==> src/rtl/ras_pkg.sv <==
// Shared definitions for the return address stack and its request controller.
package ras_pkg;

  // Classification of a predecoded instruction as seen by the RAS.
  typedef enum logic [1:0] {
    RAS_OP_NONE = 2'b00,
    RAS_OP_CALL = 2'b01,
    RAS_OP_RET  = 2'b10
  } ras_op_t;

  // Counter width able to hold 0..max_branches inclusive.
  function automatic int RAS_CNT_W(input int max_branches);
    return $clog2(max_branches + 1);
  endfunction

  // A call that is also a return is classed as a call; the pop side is
  // handled separately so the pair becomes a top replace.
  function automatic ras_op_t ras_decode(input logic is_call, input logic is_ret);
    if (is_call) return RAS_OP_CALL;
    if (is_ret) return RAS_OP_RET;
    return RAS_OP_NONE;
  endfunction

endpackage

==> src/rtl/ras_stage_cnt.sv <==
// Occupancy counter for one speculative RAS stage.
module ras_stage_cnt
  import ras_pkg::*;
#(
  parameter int MAX_BRANCHES = 16,
  parameter int CNT_W        = RAS_CNT_W(MAX_BRANCHES)
) (
  input  logic clk,
  input  logic rst_ni,
  input  logic inc,
  input  logic dec,
  input  logic clr,
  output logic full,
  output logic empty
);

  logic [CNT_W-1:0] cnt;

  // Clear wins over everything; inc and dec together cancel out.
  always_ff @(posedge clk or negedge rst_ni) begin
    if (!rst_ni) begin
      cnt <= '0;
    end else if (clr) begin
      cnt <= '0;
    end else if (inc && !dec) begin
      cnt <= cnt + CNT_W'(1);
    end else if (dec && !inc) begin
      cnt <= cnt - CNT_W'(1);
    end
  end

  assign full  = (cnt >= CNT_W'(MAX_BRANCHES));
  assign empty = (cnt == '0);

endmodule

==> src/rtl/ras_ctrl.sv <==
// Return address stack request generator: turns predecoded call/return and
// pipeline advance/kill events into stack push/pop/commit/flush controls,
// and registers return-target predictions from the stack top.
module ras_ctrl
  import ras_pkg::*;
#(
  parameter int STAGES       = 2,
  parameter int WIDTH        = 32,
  parameter int MAX_BRANCHES = 16
) (
  input  logic              clk,
  input  logic              rst_ni,
  input  logic              fetch_valid,
  output logic              fetch_ready,
  input  logic              fetch_is_call,
  input  logic              fetch_is_ret,
  input  logic              fetch_rvc,
  input  logic [WIDTH-1:0]  fetch_pc,
  input  logic [STAGES-1:0] adv_op,
  input  logic [STAGES-1:0] kill,
  output logic              push,
  output logic              pop,
  output logic [WIDTH-1:0]  din,
  output logic [STAGES-1:0] commit,
  output logic [STAGES-1:0] flush,
  input  logic [WIDTH-1:0]  ras_dout,
  input  logic              ras_valid,
  output logic              pred_valid,
  output logic [WIDTH-1:0]  pred_target,
  output logic              err
);

  localparam int CNT_W = RAS_CNT_W(MAX_BRANCHES);

  ras_op_t           op;
  logic              acc;
  logic              kill_any;
  logic              kill_q;
  logic              kill_run;
  logic              err_now;
  logic [STAGES-1:0] full;
  logic [STAGES-1:0] empty;
  logic [STAGES-1:0] full_up;
  logic [STAGES-1:0] cnt_inc;
  logic [STAGES-1:0] commit_raw;
  logic [STAGES:0]   commit_ext;

  assign op       = ras_decode(fetch_is_call, fetch_is_ret);
  assign kill_any = |kill;

  // A kill at stage k discards every younger stage as well.
  always_comb begin
    flush    = '0;
    kill_run = 1'b0;
    for (int j = STAGES - 1; j >= 0; j--) begin
      kill_run = kill_run | kill[j];
      flush[j] = kill_run;
    end
  end

  // full_up[i] is the fullness of the stage that stage i commits into;
  // the oldest stage commits out of the block and never sees a full target.
  assign full_up = {1'b0, full[STAGES-1:1]};

  // Resolve commits from the oldest stage down so a same-cycle commit
  // above frees room for the commit below it.
  always_comb begin
    commit_ext = '0;
    commit_raw = '0;
    for (int i = STAGES - 1; i >= 0; i--) begin
      commit_raw[i] = adv_op[i] && !empty[i] && !flush[i];
      commit_ext[i] = commit_raw[i] && (!full_up[i] || commit_ext[i+1]);
    end
  end

  assign commit = commit_ext[STAGES-1:0];

  // Advance from an empty stage, or a commit held back for lack of room.
  assign err_now = (|(adv_op & empty)) || (|(commit_raw & ~commit));

  // Gated by rst_ni so nothing is offered while the block is held in reset.
  assign fetch_ready = rst_ni && (!full[0] || commit[0]) && !kill_any && !kill_q;

  assign acc  = fetch_valid && fetch_ready && (op != RAS_OP_NONE);
  assign push = acc && fetch_is_call;
  assign pop  = acc && fetch_is_ret;
  assign din  = fetch_pc + (fetch_rvc ? WIDTH'(2) : WIDTH'(4));

  // Stage 0 fills from accepted ops; each later stage fills from the commit below.
  assign cnt_inc = {commit[STAGES-2:0], acc};

  for (genvar g = 0; g < STAGES; g++) begin : g_stage
    ras_stage_cnt #(
      .MAX_BRANCHES (MAX_BRANCHES),
      .CNT_W        (CNT_W)
    ) u_cnt (
      .clk    (clk),
      .rst_ni (rst_ni),
      .inc    (cnt_inc[g]),
      .dec    (commit[g]),
      .clr    (flush[g]),
      .full   (full[g]),
      .empty  (empty[g])
    );
  end

  // Hold fetch off for one cycle after a kill so the restored top settles.
  always_ff @(posedge clk or negedge rst_ni) begin
    if (!rst_ni) kill_q <= 1'b0;
    else         kill_q <= kill_any;
  end

  // Sticky protocol error, cleared only by reset.
  always_ff @(posedge clk or negedge rst_ni) begin
    if (!rst_ni)      err <= 1'b0;
    else if (err_now) err <= 1'b1;
  end

  // Capture the stack top seen while a return is accepted.
  always_ff @(posedge clk or negedge rst_ni) begin
    if (!rst_ni) begin
      pred_valid  <= 1'b0;
      pred_target <= '0;
    end else begin
      pred_valid <= pop && ras_valid;
      if (pop) pred_target <= ras_dout;
    end
  end

endmodule
==> config.mk <==
export PLATFORM = sky130hd
export DESIGN_NAME = ras_ctrl
export DESIGN_NICKNAME = d
export VERILOG_FILES = /design/src/rtl/ras_pkg.sv /design/src/rtl/ras_stage_cnt.sv /design/src/rtl/ras_ctrl.sv
export SDC_FILE = /design/constraint.sdc
export NUM_CORES = 1
export LEC_CHECK = 0
export BUFFER_PORTS_ARGS = -buffer_cell sky130_fd_sc_hd__buf_2
export CORE_ASPECT_RATIO = 0.5
export CORE_MARGIN = 1.5
export CORE_UTILIZATION = 45
export CTS_BUF_LIST = sky130_fd_sc_hd__clkbuf_4 sky130_fd_sc_hd__clkbuf_8
export DETAILED_ROUTE_END_ITERATION = 7
export PLACE_DENSITY = 0.91
export SYNTH_ARGS = -nofsm -noshare
export SYNTH_HDL_FRONTEND = slang
export SYNTH_SLANG_ARGS = --single-unit
==> constraint.sdc <==
create_clock -name clk -period 8.26 [get_ports clk]
set_input_delay 0 -clock clk [delete_from_list [all_inputs] [get_ports clk]]
set_output_delay 0 -clock clk [all_outputs]
set_load 0.02 [all_outputs]
== After elaboration in Yosys (flattened, before gate mapping) ==
Cells that the tools add are included.
W data, S select, Z words.

* $add $sub $neg: 5
* $mul: 0
* Div/mod/pow operators: 0
* Magnitude comparators: 2
* Equal/unequal tests: 0
* Shifts and indexed selects: 0
* Multiplexer cells: 14
* Bitwise operators: 4
* Reductions and logical operators: 39

{| class="wikitable"
|+ Operators with widths
! cell !! count
|-
| $add A32 B3 Y32 || 1
|-
| $mux W5 || 6
|-
| $logic_and A1 B1 Y1 || 17
|-
| $logic_not A1 Y1 || 11
|-
| $add A5 B1 Y5 const B || 2
|-
| $ge A5 B5 Y1 const B || 2
|-
| $logic_not A5 Y1 || 2
|-
| $sub A5 B1 Y5 const B || 2
|-
| $mux W2 || 4
|-
| $reduce_bool A3 Y1 || 2
|-
| $reduce_or A2 Y1 || 3
|-
| $and A2 B2 Y2 || 2
|-
| $logic_or A1 B1 Y1 || 3
|-
| $mux W1 || 3
|-
| $mux W3 || 1
|-
| $not A2 Y2 || 1
|-
| $reduce_bool A2 Y1 || 1
|-
| $or A1 B1 Y1 || 1
|}

* Register bits after elaboration: 45
* Latch bits: 0
* RAM bits: 0
* Memory bits (read-only): 0
* Input port bits: 75
* Word-level logic and storage cells: 70
* Memories: 0

== Longest topological paths before layout ==
* Depth after elaboration: 17
* Mapped depth: 12

== Modules after synthesis ==
A second synthesis with hierarchy kept.

* Cell total of the unflattened synthesis: 267
* Area total of the unflattened synthesis: 2876.5 µm²

{| class="wikitable"
|+ Modules (own cells, without submodules)
! module !! instances !! cells each !! area each (µm²) !! seq. area each (µm²)
|-
| ras_ctrl || 1 || 177 || 2030.7 || 875.8
|-
| ras_stage_cnt || 2 || 45 || 422.9 || 125.1
|}

== Worst setup path before layout ==
OpenSTA, ideal clock, no wires.

* Path kind: register to register
* From: reg g_stage[1].u_cnt.cnt[4]
* To: reg g_stage[0].u_cnt.cnt[4]
* Library setup time: 0.078 ns
* Data arrival time: 2.840 ns
* Required time: 8.182 ns
* Slack: 5.342 ns
* Cell stages (with the launch flop): 13
* Buffers on the path: 0
* Clock period less this slack: 2.918 ns
* Cell sequence: dfrtp_1 -> inv_1 -> o21ai_0 -> a21oi_1 -> o211a_1 -> ha_1 -> inv_1 -> fa_1 -> a21o_1 -> a21oi_1 -> xnor2_1 -> or3_1 -> a21oi_1

* Longest elaborated chain between the ends: 15
* Elaborated cells on any way between the ends: 21
* Those cells by class: order compare (1); mux (2); reduce/logical (18)

{| class="wikitable"
|+ Ends and longest elaborated chain
! what !! line !! RTL
|-
| start, declared || ras_stage_cnt.sv:17 || <nowiki>logic [CNT_W-1:0] cnt;</nowiki>
|-
| start signal, assigned || ras_stage_cnt.sv:26 || <nowiki>cnt <= cnt + CNT_W'(1);</nowiki>
|-
| start signal, assigned || ras_stage_cnt.sv:28 || <nowiki>cnt <= cnt - CNT_W'(1);</nowiki>
|-
| branches (longest 4 deep; another with $ge A5 B5 Y1) || -- ||
|-
| $logic_or A1 B1 Y1 (*) || ras_ctrl.sv:72 || <nowiki>commit_ext[i] = commit_raw[i] && (!full_up[i] || commit_ext[i+1]);</nowiki>
|-
| $logic_and A1 B1 Y1 (*) || ras_ctrl.sv:72 ||
|-
| $logic_or A1 B1 Y1 (*) || ras_ctrl.sv:82 || <nowiki>assign fetch_ready = rst_ni && (!full[0] || commit[0]) && !kill_any && !kill_q;</nowiki>
|-
| $logic_and A1 B1 Y1 (*) (3 in a row) || ras_ctrl.sv:82 ||
|-
| net fetch_ready || ras_ctrl.sv:14 || <nowiki>output logic fetch_ready,</nowiki>
|-
| $logic_and A1 B1 Y1 (*) (2 in a row) || ras_ctrl.sv:84 || <nowiki>assign acc = fetch_valid && fetch_ready && (op != RAS_OP_NONE);</nowiki>
|-
| $logic_and A1 B1 Y1 / $logic_not A1 Y1 (equally long branches) || ras_stage_cnt.sv:25, ras_stage_cnt.sv:27 ||
|-
| $mux W5 / $logic_and A1 B1 Y1 (equally long branches) || ras_stage_cnt.sv:25, ras_stage_cnt.sv:27 ||
|-
| $mux W5 / $reduce_bool A3 Y1 (equally long branches) || -- ||
|-
| end signal, assigned || ras_stage_cnt.sv:26 ||
|-
| end signal, assigned || ras_stage_cnt.sv:28 ||
|-
| end, declared || ras_stage_cnt.sv:17 ||
|}

Mark *: on every way through the listed nets, which the timed path passes.
A chain may end at the register's enable or synchronous reset.

== Final worst setup path ==
* From: reg g_stage[1].u_cnt.cnt[0]
* To: reg g_stage[1].u_cnt.cnt[4]

* Longest elaborated chain between the ends: 9
* Elaborated cells on any way between the ends: 18
* Those cells by class: add/sub (2); order compare (1); mux (3); reduce/logical (12)

{| class="wikitable"
|+ Ends and longest elaborated chain
! what
|-
| branches (longest 9 deep; another with $ge A5 B5 Y1)
|}

Several ways; the timed one is not identified. The select of a mux whose other input is x is not followed.

==> impl_metrics.json <==
{
  "status": "finished, final reports clean",
  "numCtsBuffers": 5,
  "wl_per_cell_microns": 15.7,
  "min_path_cells": 0,
  "coreArea_sq_mm": 0.00568,
  "n_antenna_cell": 0,
  "dp_hpwl_microns": 5290,
  "htree_levels": 2,
  "path_max_fanout": 5,
  "layout_setup_ws_ns": 5.07,
  "die_h_microns": 58.3,
  "post_dp_cell_area_sq_mm": 0.00350,
  "syn_area_sq_mm": 0.00276,
  "end_kind": "flop",
  "clkSinkCount": 45,
  "cp.arrival_ns": 3.43,
  "synth_ff_type": "dfrtp_1",
  "io_buffers": 145,
  "crit_required_ns": 8.49,
  "viasPerCell": 5.32,
  "synth_async_sr_flop_share": 1.00,
  "fillerInstances": 389,
  "max_freq_ghz": 0.313,
  "nNetsFinal": 524,
  "timing.final.crit_share": 0.386,
  "grt_max_degree": 47,
  "vias": 2707,
  "grt_pass1_vias": 2696,
  "syn_inst": 260,
  "drc": 0,
  "crit_type": "flop to flop",
  "start_util": 0.485,
  "fin_skew_ns": 0.0105,
  "syn_to_final_growth_pct": 43.6,
  "cts.clk_slew.worst_paths_ns": 0.08,
  "rsz0062_at_grt": "no",
  "fin_crit_ns": 3.19,
  "ir_drop_v": 0.000163,
  "wirelength_microns": 8000,
  "ys_seq_area_frac": 0.409,
  "total_leakage_power_nw": 2.08,
  "pre_cts_slack_ns": 5.17,
  "cts_root_buf": "clkbuf_8",
  "p_per_area_mw_per_mm2": 184,
  "die_area_sq_mm": 0.00663,
  "cts_tree": "built",
  "r2r-end": "g_stage[1].u_cnt.cnt[4]",
  "post_cts_buffers": 0,
  "track_usage": 0.248,
  "fp.dieW_microns": 114,
  "drt_first_pass_iters": 4,
  "hp-start": "fetch_pc[0]",
  "final_cell_area_sq_mm": 0.00396,
  "boundaryPins": 148,
  "hold_class": "primary input to primary output",
  "final_max_slew_viol_count": 0,
  "whs_ns": 0.000173,
  "rrSetupSlack_ns": 5.07,
  "fin_util": 0.697,
  "synth-edff-count": 0,
  "synthesis.nets": 348,
  "finalSetupViolCount": 0,
  "grt_pass1_wl_microns": 12600,
  "place.gp.congestion": 0.943,
  "synth.avg_cell_area_sq_um": 10.6,
  "worst_slew_pin_slew_ns": 0.847,
  "rows": 19,
  "reg2regPathDepth": 9,
  "hold_viol_final": 0,
  "drtIter0Drc": 254,
  "drive_above_1_share": 0.438,
  "timing.slew.headroom": 0.434,
  "synth.ff_latch_count": 45,
  "hold_end": "din[0]",
  "drv_cap": 0,
  "ant_nets": 0,
  "finalSetupTns_ns": 0,
  "grt-ovfl-total": 0,
  "synth.distinct_cells": 40,
  "clock_latency_ns": 0.31,
  "antenna_found_initial": 0,
  "synth_warnings": 0,
  "final_common_cell": "buf_2",
  "start_kind": "flop",
  "r2r_start": "g_stage[1].u_cnt.cnt[0]",
  "final_cell_mix": "buf_2, dfrtp_1, dlygate4sd3_1",
  "clock_path_buffers": 2
}
## synth_stat cells (2+ instances only)
cell type,instances,area (sq um)
a21o_1,3,22.5
a21oi_1,10,50.1
a22o_1,3,26.3
and2_1,3,18.8
and3_1,8,50.1
buf_4,8,60.1
clkbuf_1,3,11.3
dfrtp_1,45,1130
fa_1,3,60.1
ha_1,10,125
inv_1,12,45.0
mux2_2,32,360
nand2_1,12,45.0
nand3_1,16,80.1
nand3b_1,2,15.0
nand4_1,7,43.8
nor2_1,17,63.8
nor2b_1,2,12.5
nor3_1,3,15.0
o21ai_0,6,30.0
o31ai_1,2,15.0
xnor2_1,26,228
xor2_1,10,87.6
## power breakdown
part           total, mW  internal [mW]  switching (mW)  leakage [nW]
clock network      0.166         0.0881          0.0777        0.0540
logic              0.281          0.120           0.161          1.43
registers          0.280          0.253          0.0267         0.594
## worst max-delay path by stage
stage                            start                 endpoint  slack (ns)  cells after the start
6_report       g_stage[1].u_cnt.cnt[0]  g_stage[1].u_cnt.cnt[4]        5.07                      9
5_1_grt                         rst_ni  g_stage[0].u_cnt.cnt[4]        4.82                     14
4_1_cts        g_stage[0].u_cnt.cnt[0]  g_stage[0].u_cnt.cnt[4]        5.14                     12
3_5_place_dp   g_stage[0].u_cnt.cnt[0]  g_stage[0].u_cnt.cnt[4]        5.17                     12
3_3_place_gp   g_stage[0].u_cnt.cnt[1]  g_stage[0].u_cnt.cnt[4]        5.25                     12
2_1_floorplan  g_stage[1].u_cnt.cnt[4]  g_stage[0].u_cnt.cnt[4]        5.34                     12
## sequential cells by signal, summed over array words and instances, names as in the netlist
| name | count |
|---|---|
| pred_target | 32 |
| g_stage.u_cnt.cnt | 10 |
| err | 1 |
| pred_valid | 1 |
| kill_q | 1 |
## per-stage QoR
stage / total power [mW] / std cells
after floorplan: 0.446 / 260
after global placement: 0.521 / 467
after detailed placement: 0.531 / 467
after CTS: 0.705 / 509
after global routing: 0.764 / 509
final: 0.726 / 509
## kinds of logic after synthesis
| group | share of synthesized area |
|---|---|
| DFF | 0.409 |
| AOI/OAI and AO/OA | 0.0768 |
| xor gates and xnor gates | 0.114 |
| and+or+nand+nor | 0.154 |
| adders and majority gates | 0.0672 |
| buffers and inverters | 0.0440 |
| muxes | 0.134 |
## timing repair
action / 4_1_cts / 5_1_grt
hold buffers: 35 / 0
endpoints found under the hold margin: 79 / 0
gates resized for setup: 0 / 0
## final cells by class
type | instances | area, sq um | area share
sequential | 45 | 1130 | 0.285
timing repair buffer | 181 | 1080 | 0.274
inverter | 12 | 45.0 | 0.0114
tap | 73 | 91.3 | 0.0231
clock buffer | 5 | 68.8 | 0.0174
multi-input combinational | 191 | 1510 | 0.381
clock inverter | 2 | 35.0 | 0.00885
## layer usage
| metal | vias up | part of all wire | global-route usage |
|---|---|---|---|
| met3 | 38 | 0.051 | 0.0463 |
| met4 | 0 | 0.049 | 0.145 |
| met1 | 1281 | 0.36 | 0.253 |
| met5 | - | 0 | 0 |
| li1 | 1257 | - | - |
| met2 | 131 | 0.54 | 0.491 |
## critical path: stages (launching register included)
cell	delay [ns]
dfrtp_1	0.44
or4_1	0.62
o21ai_2	0.25
nand3b_1	0.22
ha_1	0.40
nor2b_1	0.16
o21ai_0	0.25
nand2_1	0.15
or4b_1	0.53
nand3_1	0.11
(Power assumes the default switching activity.)
